$ cat src/rtl/mux_tree_pipe_pkg.sv
// mux_tree_pipe_pkg: default sizing, per-stage record and level-offset helper for mux_tree_pipe
package mux_tree_pipe_pkg;
  localparam int WIDTH_DEF = 64;
  localparam int SEL_BITS_DEF = 3;
  typedef struct packed {
    logic [WIDTH_DEF-1:0] data;
    logic [SEL_BITS_DEF-1:0] sel;
    logic valid;
  } stage_rec_t;
  // Level k's candidates sit at this offset of the flattened tree (inputs first, root last)
  function automatic int lvl_off(int num_in, int k);
    return 2 * num_in - 2 * (num_in >> k);
  endfunction
endpackage

$ cat src/rtl/mux_tree_pipe_if.sv
// mux_tree_pipe_if: valid/ready input and output channels of mux_tree_pipe
interface mux_tree_pipe_if import mux_tree_pipe_pkg::*; #(
  parameter int WIDTH = WIDTH_DEF,
  parameter int SEL_BITS = SEL_BITS_DEF
);
  localparam int NUM_IN = 2 ** SEL_BITS;
  logic [NUM_IN-1:0][WIDTH-1:0] in_data;
  logic [SEL_BITS-1:0] in_sel;
  logic in_valid;
  logic in_ready;
  logic [WIDTH-1:0] out_data;
  logic out_valid;
  logic out_ready;
  modport master(output in_data, in_sel, in_valid, out_ready, input in_ready, out_data, out_valid);
  modport slave(input in_data, in_sel, in_valid, out_ready, output in_ready, out_data, out_valid);
endinterface

$ cat src/rtl/mux_tree_pipe_stage.sv
// mux_pipe_stage: one 2:1 reduction level with its pipeline register and stall logic
module mux_pipe_stage #(
  parameter int WIDTH = 64,
  parameter int N = 8,
  parameter int SB = 3
) (
  input  logic clk,
  input  logic reset_n,
  input  logic clr,
  input  logic [N-1:0][WIDTH-1:0] in_data,
  input  logic [SB-1:0] in_sel,
  input  logic in_valid,
  input  logic next_load,
  output logic load,
  output logic [N/2-1:0][WIDTH-1:0] out_data,
  output logic [SB-1:0] out_sel,
  output logic out_valid
);
  typedef struct packed {
    logic [N/2-1:0][WIDTH-1:0] data;
    logic [SB-1:0] sel;
    logic valid;
  } rec_t;
  rec_t r;
  logic [N/2-1:0][WIDTH-1:0] red;
  for (genvar j = 0; j < N / 2; j++) begin : g_pair
    assign red[j] = in_sel[0] ? in_data[2*j+1] : in_data[2*j];
  end
  assign load = !r.valid || next_load;
  // Select is shifted down so every level consumes bit 0 of what it receives
  always_ff @(posedge clk) begin
    if (!reset_n) r <= '0;
    else if (clr) r.valid <= 1'b0;
    else if (load) r <= '{data: red, sel: in_sel >> 1, valid: in_valid};
  end
  assign out_data = r.data;
  assign out_sel = r.sel;
  assign out_valid = r.valid;
endmodule

$ cat src/rtl/mux_tree_pipe.sv
// mux_tree_pipe: pipelined 2**SEL_BITS:1 mux tree, one register per level, valid/ready flow control.
// Define MUX_TREE_PIPE_FLUSH_EN to add a flush port that empties the pipeline.
module mux_tree_pipe import mux_tree_pipe_pkg::*; #(
  parameter int WIDTH = WIDTH_DEF,
  parameter int SEL_BITS = SEL_BITS_DEF
) (
  input logic clk,
  input logic reset_n,
`ifdef MUX_TREE_PIPE_FLUSH_EN
  input logic flush,
`endif
  mux_tree_pipe_if.slave bus
);
  localparam int NUM_IN = 2 ** SEL_BITS;
  wire logic [2*NUM_IN-2:0][WIDTH-1:0] node;
  wire logic [SEL_BITS:0][SEL_BITS-1:0] sel;
  wire logic [SEL_BITS:0] vld;
  wire logic [SEL_BITS:0] load;
  logic clr;
`ifdef MUX_TREE_PIPE_FLUSH_EN
  assign clr = flush;
`else
  assign clr = 1'b0;
`endif
  assign node[NUM_IN-1:0] = bus.in_data;
  assign sel[0] = bus.in_sel;
  assign vld[0] = bus.in_valid;
  assign load[SEL_BITS] = !vld[SEL_BITS] || bus.out_ready;
  for (genvar k = 0; k < SEL_BITS; k++) begin : g_lvl
    localparam int NK = NUM_IN >> k;
    localparam int OFF = lvl_off(NUM_IN, k);
    mux_pipe_stage #(.WIDTH(WIDTH), .N(NK), .SB(SEL_BITS)) u_stage (
      .clk(clk),
      .reset_n(reset_n),
      .clr(clr),
      .in_data(node[OFF +: NK]),
      .in_sel(sel[k]),
      .in_valid(vld[k]),
      .next_load(load[k+1]),
      .load(load[k]),
      .out_data(node[OFF+NK +: NK/2]),
      .out_sel(sel[k+1]),
      .out_valid(vld[k+1])
    );
  end
  assign bus.in_ready = load[0] && !clr;
  assign bus.out_data = node[2*NUM_IN-2];
  assign bus.out_valid = vld[SEL_BITS];
  logic unused_sel;
  assign unused_sel = ^sel[SEL_BITS];
endmodule

$ cat src/flat_wrapper.sv
// flat-port wrapper written by rule: the top's interface ports become plain ports
module mux_tree_pipe_flat import mux_tree_pipe_pkg::*;
#(
  parameter int WIDTH = WIDTH_DEF,
  parameter int SEL_BITS = SEL_BITS_DEF
)
  (clk, reset_n, bus_in_data, bus_in_sel, bus_in_valid, bus_out_ready, bus_in_ready, bus_out_data, bus_out_valid);
  mux_tree_pipe_if #(.WIDTH(WIDTH), .SEL_BITS(SEL_BITS)) bus_i ();
  input logic clk;
  input logic reset_n;
  input wire logic [$bits(bus_i.in_data)-1:0] bus_in_data;
  input wire logic [$bits(bus_i.in_sel)-1:0] bus_in_sel;
  input wire logic [$bits(bus_i.in_valid)-1:0] bus_in_valid;
  input wire logic [$bits(bus_i.out_ready)-1:0] bus_out_ready;
  output wire logic [$bits(bus_i.in_ready)-1:0] bus_in_ready;
  output wire logic [$bits(bus_i.out_data)-1:0] bus_out_data;
  output wire logic [$bits(bus_i.out_valid)-1:0] bus_out_valid;
  assign bus_i.in_data = bus_in_data;
  assign bus_i.in_sel = bus_in_sel;
  assign bus_i.in_valid = bus_in_valid;
  assign bus_i.out_ready = bus_out_ready;
  assign bus_in_ready = bus_i.in_ready;
  assign bus_out_data = bus_i.out_data;
  assign bus_out_valid = bus_i.out_valid;
  mux_tree_pipe #(.WIDTH(WIDTH), .SEL_BITS(SEL_BITS)) u_core (.clk(clk), .reset_n(reset_n), .bus(bus_i));
endmodule
$ cat config.mk
export PLATFORM = sky130hd
export DESIGN_NAME = mux_tree_pipe_flat
export DESIGN_NICKNAME = d
export VERILOG_FILES = /design/src/rtl/mux_tree_pipe_pkg.sv /design/src/rtl/mux_tree_pipe_if.sv /design/src/rtl/mux_tree_pipe_stage.sv /design/src/rtl/mux_tree_pipe.sv /design/src/flat_wrapper.sv
export SDC_FILE = /design/constraint.sdc
export NUM_CORES = 1
export LEC_CHECK = 0
export ABC_CLOCK_PERIOD_IN_PS = 1930
export BUFFER_PORTS_ARGS = -buffer_cell sky130_fd_sc_hd__buf_4
export CAP_MARGIN = 20
export CORE_AREA = 2 2 224 226
export DETAILED_ROUTE_END_ITERATION = 7
export DIE_AREA = 0 0 226 228
export GPL_TIMING_DRIVEN = 0
export PLACE_DENSITY = 0.73
export SYNTH_ARGS = -nofsm -noshare
export SYNTH_HDL_FRONTEND = slang
export SYNTH_HIERARCHICAL = 1
export SYNTH_SLANG_ARGS = --single-unit
$ cat constraint.sdc
create_clock -name clk -period 1.93 [get_ports clk]
set_input_delay 0.386 -clock clk [delete_from_list [all_inputs] [get_ports clk]]
set_output_delay 0.386 -clock clk [all_outputs]
set_load 0.02 [all_outputs]
==> impl_results.md, run 1 <==
* Nets at roughly 2700
* First-iteration detailed-routing DRC count at about 730
* Hold depth at 3
* CTS root buf: clkbuf_16
* WHS at between 80 and 90 ps
* Setup crit end kind: output port
* Post-Layout Cell Count at 2888
* Synthesis-to-finish area growth at 37.2%
* Worst Hold Class: input port to flip-flop
* Vias at 15100
* Placer Congestion at about 0.85
* Top cell by count, worst path: nor2b_4
* Status: complete, but fails checks
* Crit path from: u_core/g_lvl[2].u_stage/out_valid
* NetSw at between 5 and 6 mW
* Flop-to-flop setup slack at -60 ps
* Crit path kind: flip-flop to output port
* Post-place setup slack at -596 ps
* Crit-path max FO at 4
* Cell area after technology mapping at roughly 19000 um2
* Wire length per cell at ~22 um
* Worst Tran Pin Value at 747 ps
* Htree depth at 2
* Clk slew on worst S/H paths at about 60 ps
* Max VDD drop at between 0.6 and 0.7 mV
* Crit-path max cell delay at between 300 and 400 ps
* Final worst slack at -126 ps
* Die Y-Extent at 228 um
* Placed Cells at 2794
* Crit-path slowest cell: dfxtp_2
* Worst-path cell chain: nand2b_4 -> nor2b_4 -> inv_4 -> nor2b_4 -> inv_2 -> nor2b_4 -> inv_2 -> buf_6
* P per Cell Area at about 860 nW/um2
* Data required time of the critical path at about 1500 ps
* Syn Area/Cell at 12.2 um2
* Buf+Inv Stages, Crit Path at 4
* Core area at approximately 49000 um2
* Layout cell share with drive strength beyond 1 at a little under two fifths
* Tcrit/Tclk final at 107%
* Starting Density at between 30% and 40%
* RSZ-0062 raised after global routing: true
* First-pass GRT wire length at 92.9 mm
* I/O Pins at about 600
* Fmax at about 490 MHz
* Clock Latency Late Sink at 570 ps
* Initial antenna violation count at 6
* Largest net degree at the start of global routing at 14
* Remaining antenna violation count at 0
* Via-to-Cell Ratio at roughly 5.2
* Worst r2r src: u_core/g_lvl[2].u_stage/out_valid
* Initial DRT Pass Iterations at 5
* Static leakage at around 11 nW
* Die X at 226 um
* Worst R2R Path Depth at 11
* Yosys Warn Count at 6
* Final wirelength at slightly above 60 mm
* Tmin final at between 2000 and 2500 ps
* CTS Buf Count at 48
* Die footprint at between 50000 and 60000 um2
* # rows at 82
* GRT Util Overall at a little under a quarter
* Hold endpoint: u_core/g_lvl[0].u_stage/out_data[146]
* Overflow after GRT at 0
* Final hold viol count at 0
* CTS tree: built
* Critical path data arrival time at 1670 ps
* Clock Sink Count at around 450
* Vias in the first global route at about 16000
* Clock power frac at between 40 and 50%
* Pint at roughly 17 mW
* Max-cap violation count at 0
* Clock Skew at around 12 ps
* Failing checks: setup timing
* Max-slew headroom at between 50% and 60%
* # setup viols final at 106
* Sequential share of power at approximately 46%
* Clk buf depth at 3
* Detailed Place HPWL at between 40 and 50 mm
* Top delay family on crit path: simple AND/OR/NAND/NOR gates
* Final number of max-transition violations at 0
* Remaining DRCs at 0
* Post-Syn Instances at ~1500
* Reg-to-reg critical path endpoint: u_core/g_lvl[0].u_stage/out_data[2]
* Port Buffers at 583
* Comb power frac at 12.6%
* Min-delay src: bus_in_data[274]
* Worst Setup Start Kind: flip-flop
* Switch share at between 20% and 30%
==> worst max-delay path by stage <==
stage | end | cells past startpoint | slack [ps]
CTS | bus_in_ready | 8 | -180
floorplan | u_core/g_lvl[0].u_stage/out_data[224] | 11 | 50
global placement | u_core/g_lvl[0].u_stage/out_data[233] | 12 | -550
detailed placement | u_core/g_lvl[0].u_stage/out_data[226] | 12 | -600
finish | bus_in_ready | 8 | -130
global route | bus_in_ready | 8 | -230
==> placed cells by master, fill, tap and decap left out <==
cell type and n:
buf_4 620, dfxtp_1 453, mux2i_1 448, o2bb2ai_1 444, buf_2 90, clkbuf_16 49
buf_6 24, clkbuf_1 14, clkbuf_8 10, conb_1 9, inv_1 6, nand3_1 5
clkinv_2 4, o2bb2ai_2 4, clkinvlp_4 3, nor2b_4 3, o21ai_0 3, a21oi_1 3
nor2_1 3, nor3_1 3, diode_2 2, bufinv_16 2, inv_6 2, inv_2 2
a21oi_2 2, nand2b_4 1, buf_8 1, buf_12 1, clkbuf_4 1, inv_4 1
a21oi_4 1, nand3_2 1, dfxtp_2 1
==> registers in the layout, indices dropped and copies added, names as in the netlist <==
name / count
u_core/g_lvl.u_stage/out_sel: 3
u_core/g_lvl.u_stage/out_valid: 3
u_core/g_lvl.u_stage/out_data: 448
==> worst min-delay path, stage by stage <==
cell,delay [ps]
buf_4,80
mux2i_1,50
o2bb2ai_1,100
==> power by group through the flow <==
stage               clock, mW  sequential, mW  combinational (mW)
detailed placement          0            10.4                2.77
finish                   9.02            10.2                2.78
floorplan                   0            10.3                1.37
global route             9.56            10.3                2.99
CTS                      9.17            10.2                2.79
global placement            0            10.4                2.71
==> area by class of cell <==
cell class / count / area [um2]
Inverter: 9 / 36.3
Antenna cell: 2 / 5.00
Clock buffer: 73 / 1420
Timing Repair Buffer: 591 / 4440
Sequential cell: 454 / 9090
Buffer: 146 / 973
Tap cell: 672 / 841
Fill cell: 4353 / 23800
Clock inverter: 11 / 120
Multi-Input combinational cell: 930 / 8650
==> per-layer routing <==
metal,track usage (%),up-vias,wire (um)
li1,-,7211,-
met3,3.59,64,3310
met5,0,-,0
met4,5.34,0,969
met1,31.7,7314,28200
met2,39.5,476,29800
==> what timing repair did <==
action | in CTS | in global routing
hold buffers | 0 | 0
pin swaps | 0 | 1
hold endpoints to repair | 0 | 0
gates cloned | 0 | 0
setup endpoints to repair | 251 | 369
resized for setup | 19 | 4
setup buffers | 5 | 3
==> metrics by stage <==
step	utilization [%]	power, mW	cell area [um2]	setup TNS (ps)
final	51.8	22.0	25600	-1980
after CTS	51.7	22.2	25500	-5470
after global placement	48.4	13.1	23900	-125070
after detailed placement	48.4	13.2	23900	-142000
after floorplan	-	11.7	18700	0
after global routing	51.8	22.8	25600	-33130
Power figures use the tool's default switching activity.
==> run 2, diff against run 1 <==
--- a/config.mk
+++ b/config.mk
@@ -5,14 +5,14 @@
 export SDC_FILE = /design/constraint.sdc
 export NUM_CORES = 1
 export LEC_CHECK = 0
+export ABC_AREA = 1
 export ABC_CLOCK_PERIOD_IN_PS = 1930
 export BUFFER_PORTS_ARGS = -buffer_cell sky130_fd_sc_hd__buf_4
 export CAP_MARGIN = 20
-export CORE_AREA = 2 2 224 226
+export CORE_UTILIZATION = 49
 export DETAILED_ROUTE_END_ITERATION = 7
-export DIE_AREA = 0 0 226 228
 export GPL_TIMING_DRIVEN = 0
-export PLACE_DENSITY = 0.73
+export PLACE_DENSITY = 0.85
 export SYNTH_ARGS = -nofsm -noshare
 export SYNTH_HDL_FRONTEND = slang
 export SYNTH_HIERARCHICAL = 1
==> run 2 against run 1 <==
Critical endpoint unchanged. Synthesized cell count grew to 2.8 times the previous value. Maximum frequency is 4.5% higher. Cell count is 97% higher. Global-route usage is 7.6 points higher. Setup slack better by 88 ps. Combinational power is 68% higher. Sequential cell count stayed put. The flow still finishes with violations (setup timing). Die area is 0.48% lower. Highest routed layer unchanged.
==> impl_results.md, run 2 <==
* Vias at approximately 27000
* Final total power at around 25 mW
* Final wirelength at approximately 83 mm
* Reg-to-reg critical path endpoint: u_core/g_lvl[0].u_stage/out_data[163]
* WHS at approximately 120 ps
* Crit path from: u_core/g_lvl[2].u_stage/out_valid
* Top delay family on crit path: flip-flops
* I/O Pins at approximately 590
* Initial antenna violation count at 1
* Clock Skew at about 24 ps
* # rows at between 80 and 90
* Yosys Warn Count at 6
* Crit-path max FO at 4
* Die Y-Extent at 226 um
* CTS Buf Count at just under 50
* # setup viols final at 1
* Max-cap violation count at 0
* First-pass GRT wire length at roughly 120 mm
* Syn Area/Cell at approximately 5.7 um2
* Cell area after technology mapping at ~25000 um2
* Clock Latency Late Sink at 600 ps
* Crit-path slowest cell: dfxtp_4
* Static leakage at ~17 nW
* Port Buffers at around 580
* Synthesis-to-finish area growth at 29.0%
* Detailed Place HPWL at 62.3 mm
* Vias in the first global route at about 25000
* Placed Instance Area at between 20000 and 30000 um2
* Clock power frac at 40.4%
* Worst R2R Path Depth at 13
* Final worst slack at -38.1 ps
* Switch share at between 20% and 30%
* Tmin final at 1970 ps
* Post-Syn Instances at between 4000 and 5000
* Overflow after GRT at 0
* Layout cell share with drive strength beyond 1 at roughly 17%
* Worst setup endpoint: bus_in_ready
* Initial DRT Pass Iterations at 6
* Most frequent cells in the layout: 1351 x nand2_1, 907 x inv_1, 902 x nor2_1
* Final hold viol count at 0
* Via-to-Cell Ratio at 4.70
* Data required time of the critical path at roughly 1500 ps
* Failing checks: setup timing
* First-iteration detailed-routing DRC count at slightly above 2000
* Wire length per cell at about 15 um
* CTS root buf: clkbuf_16
* NetSw at a little over 7 mW
* Worst Hold Class: input port to flip-flop
* Die footprint at roughly 51000 um2
* Max-slew headroom at about 37%
* Commonest non-fill, non-tap cell in the layout: nand2_1
* Post-Layout Inst Area at approximately 32000 um2
* Buf+Inv Stages, Crit Path at 4
* Core area at 49400 um2
* Final number of max-transition violations at 0
* Sequential share of power at 41.2%
* Max VDD drop at roughly 0.56 mV
* Die X at between 200 and 250 um
* Setup crit end kind: output port
* Starting Density at 50.0%
* Worst Tran Pin Value at approximately 940 ps
* CP Depth at 8
* Worst-path cell chain: nand2_4 -> inv_4 -> nand2_8 -> inv_2 -> nand2_2 -> inv_2 -> nand2_4 -> buf_6
* Flop-to-flop setup slack at ~20 ps
* Crit-path max cell delay at 400 ps
* Clock Sink Count at 454
* Critical path data arrival time at between 1500 and 2000 ps
* Crit path kind: flip-flop to output port
* Worst Setup Start Kind: flip-flop
* CTS tree: built
* RSZ-0062 raised after global routing: true
* Comb power frac at around 18%
* Nets at approximately 5500
* Htree depth at 2
* Worst r2r src: u_core/g_lvl[2].u_stage/out_valid
* Remaining antenna violation count at 0
* Clk buf depth at 3
* Placer Congestion at between 0.8 and 0.9
* Status: complete, but fails checks
* Remaining DRCs at 0
* Fmax at roughly 510 MHz
* Largest register FFs at between 400 and 500
* Hold_buf cts at 0
* Pint at between 15 and 20 mW
* Final TNS setup at -38.1 ps
* GRT Util Overall at 31.1%
* Tcrit/Tclk final at 102%
* Largest net degree at the start of global routing at 15
* Clk slew on worst S/H paths at around 70 ps
* P per Cell Area at approximately 800 nW/um2
## run 2: metrics by stage
stage	std cells	setup slack, ps	util, %
2_1_floorplan	4329	41.4	-
3_3_place_gp	5575	-1070	60.6
3_5_place_dp	5577	-637	60.7
4_1_cts	5673	-25.6	64.5
5_1_grt	5673	-82.1	64.5
6_report	5675	-38.1	64.5
## run 2: final cells by class
cell class / instances / area [um2]
well taps: 664 / 831
fillers: 4679 / 17500
clock buffers: 70 / 1480
diodes: 2 / 5.00
repair buffers: 589 / 4480
plain buffers: 248 / 1450
clock inverters: 21 / 295
inverters: 911 / 3420
multi-input cells: 2716 / 10800
flip-flops and latches: 454 / 9090
## run 2: power groups by stage
stage	Clock [mW]	Sequential [mW]	Combinational (mW)
detailed placement	0	10.6	4.58
global placement	0	10.6	4.49
finish	10.3	10.5	4.68
floorplan	0	10.6	2.60
global route	10.7	10.5	5.24
CTS	10.4	10.4	4.64
## run 2: worst reg2reg max path: cells and delay by family, from the launching register on
family	cells	cell delay (ps)
buf+inv	6	810
flops	1	400
simple gates	7	620
## run 2: worst min-delay path by stage
stage	start	endpoint	slack [ps]	cells after the start
after floorplan	u_core/g_lvl[1].u_stage/out_valid	u_core/g_lvl[2].u_stage/out_valid	430	2
after global placement	u_core/g_lvl[1].u_stage/out_valid	u_core/g_lvl[2].u_stage/out_valid	440	2
after detailed placement	u_core/g_lvl[1].u_stage/out_valid	u_core/g_lvl[2].u_stage/out_valid	440	2
after CTS	bus_in_data[496]	u_core/g_lvl[0].u_stage/out_data[240]	90	5
after global routing	bus_in_data[253]	u_core/g_lvl[0].u_stage/out_data[125]	140	5
final	bus_in_data[253]	u_core/g_lvl[0].u_stage/out_data[125]	120	5
## run 2: routing by layer
metal  wire [um]  up-vias  global-route usage (%)
met5           0        -                       0
met4        3430        0                    14.4
met3        6160      188                    5.07
met2       39300     1000                    53.4
met1       33900    11800                    38.0
li1            -    13700                       -
## run 2: what timing repair did
item / in CTS / in global routing
cloned: 0 / 0
gates resized for setup: 21 / 6
setup endpoints to repair: 298 / 328
buffers inserted: 5 / 0
pin swaps: 3 / 0
==> run 3, diff against run 2 <==
--- a/config.mk
+++ b/config.mk
@@ -13,6 +13,7 @@
 export DETAILED_ROUTE_END_ITERATION = 7
 export GPL_TIMING_DRIVEN = 0
 export PLACE_DENSITY = 0.85
+export REMOVE_ABC_BUFFERS = 1
 export SYNTH_ARGS = -nofsm -noshare
 export SYNTH_HDL_FRONTEND = slang
 export SYNTH_HIERARCHICAL = 1
==> run 3 against run 2 <==
The flow still finishes with violations (setup timing). Clock power down 6%. Power is 3.2% lower. Clock skew is 9.6 ps higher. Largest cell class unchanged. Sequential share of layout area increased by 0.48 points. Combinational power down 5.3%. Sequential cell count unchanged.
==> impl_results.md, run 3 (same netlist as run 2, synthesis figures left out) <==
* Status: complete, but fails checks
* Failing checks: setup timing
* Max-cap violation count at 0
* Post-place setup slack at -1270 ps
* Setup crit end kind: output port
* Worst Setup Start Kind: flip-flop
* I/O Pins at about 600
* Crit-path max cell delay at ~360 ps
* Remaining DRCs at 0
* Final TNS setup at -14.6 ps
* First-pass GRT wire length at approximately 100 mm
* Clk slew on worst S/H paths at 60 ps
* Fmax at 514 MHz
* Via-to-Cell Ratio at 4.59
* Max-slew headroom at between 30% and 40%
* Port Buffers at approximately 600
* Tmin final at about 2000 ps
* Placed Cells at 5345
* Clock Latency Late Sink at around 600 ps
* Initial DRT Pass Iterations at 6
* Htree depth at 2
* GRT Util Overall at between 20% and 30%
* Die footprint at roughly 50000 um2
* Critical path data arrival time at ~1600 ps
* Layout cell share with drive strength beyond 1 at between 10% and 20%
* Data required time of the critical path at around 1500 ps
* NetSw at 6.80 mW
* Post-Layout Cell Count at approximately 5500
* RSZ-0062 raised after global routing: true
* CTS Buf Count at 48
* Max VDD drop at roughly 0.65 mV
* Final hold viol count at 0
* Clk buf depth at 3
* Vias at approximately 25000
* Pint at between 15 and 20 mW
* Final total power at 24.6 mW
* Clock Sink Count at 454
* Nets at between 5000 and 6000
* Crit-path slowest cell: dfxtp_4
* Comb power frac at between 10% and 20%
* Fillers at approximately 4300
* Worst R2R Path Depth at 12
* Remaining antenna violation count at 0
* CTS root buf: clkbuf_16
* Worst Tran Pin Value at ~910 ps
* Core area at 49400 um2
* Multi-input logic area at between 10000 and 15000 um2
* Crit path kind: flip-flop to output port
* First-iteration detailed-routing DRC count at slightly above 2000
* Detailed Place HPWL at 39.5 mm
* Largest register FFs at between 400 and 500
* # rows at 81
* Commonest non-fill, non-tap cell in the layout: nand2_1
* Initial antenna violation count at 0
* Tcrit/Tclk final at 101%
* Overflow after GRT at 0
* Die Y-Extent at 226 um
* Starting Density at 50.0%
* Largest net degree at the start of global routing at between 200 and 250
* Sequential share of power at roughly 42%
* Clock power frac at 39.5%
* Crit-path max FO at 3
* Switch share at ~28%
* Synthesis-to-finish area growth at 27.0%
* Most frequent cells in the layout: 1347 x nand2_1, 907 x inv_1, 902 x nor2_1
* Hold_buf cts at 0
* Die X at ~230 um
* Vias in the first global route at 22200
* Hold depth at 3
* Static leakage at roughly 17 nW
* Seq. cell area at slightly above 9000 um2
* Clock Skew at 33.2 ps
* Final worst slack at -14.6 ps
* Worst-path cell chain: nand2_2 -> inv_2 -> nand2_4 -> inv_2 -> nand2_4 -> inv_4 -> nand2_8 -> buf_6
* CTS tree: built
* Final number of max-transition violations at 0
* Wire length per cell at around 13 um
* Final wirelength at approximately 70 mm
* Placer Congestion at ~0.77
* Antenna diode count at 0
* P per Cell Area at 784 nW/um2
* # setup viols final at 1
* Worst Hold Class: input port to flip-flop
-- run 3: metrics by stage --
step / hold WS, ps / area (um2) / utilization [%]
floorplan: 426 / 23300 / -
global placement: 438 / 28500 / 57.7
detailed placement: 447 / 29000 / 58.7
CTS: 29.2 / 31100 / 62.9
global route: 54.9 / 31300 / 63.5
finish: 80.9 / 31300 / 63.5
-- run 3: per-layer routing --
metal	vias to the layer above	global-route usage, %	share of wire (%)
met3	167	3.49	6.4
met2	866	44.6	49
li1	13200	-	-
met5	-	0	0
met4	0	11.1	4.0
met1	10800	28.4	40
-- run 3: power by group through the flow --
stage          Combinational [mW]  Clock (mW)  Sequential, mW
2_1_floorplan                2.37           0            10.7
3_3_place_gp                 4.39           0            10.7
3_5_place_dp                 4.09           0            10.6
4_1_cts                      4.29        9.92            10.4
5_1_grt                      5.01        10.3            10.5
6_report                     4.43        9.72            10.4
-- run 3: area by class of cell --
type / instances / area share (%)
tap: 664 / 2.65
timing repair buffer: 630 / 17.4
inverter: 911 / 10.9
clock inverter: 22 / 0.978
clock buffer: 65 / 4.35
sequential: 454 / 29.0
multi-input combinational: 2717 / 34.7
-- run 3: what timing repair did --
action | in CTS | in global routing
setup endpoints to repair | 322 | 176
pin swaps | 3 | 1
gates cloned | 11 | 7
buffers inserted | 7 | 6
resized for setup | 16 | 9
-- run 3: worst paths after layout --
check | slack, ps | from | to
min reg2reg | 510 | u_core/g_lvl[1].u_stage/out_data[76] | u_core/g_lvl[1].u_stage/out_data[76]
max reg2reg | 30 | u_core/g_lvl[2].u_stage/out_valid | u_core/g_lvl[0].u_stage/out_data[215]
min | 80 | bus_in_valid | u_core/g_lvl[0].u_stage/out_valid
max | -10 | u_core/g_lvl[2].u_stage/out_valid | bus_in_ready
-- run 3: worst max-delay path: cells and delay by family, from the launching register on --
kind | cells | cell delay (ps)
simple gates | 4 | 250
flops | 1 | 360
buf+inv | 4 | 360
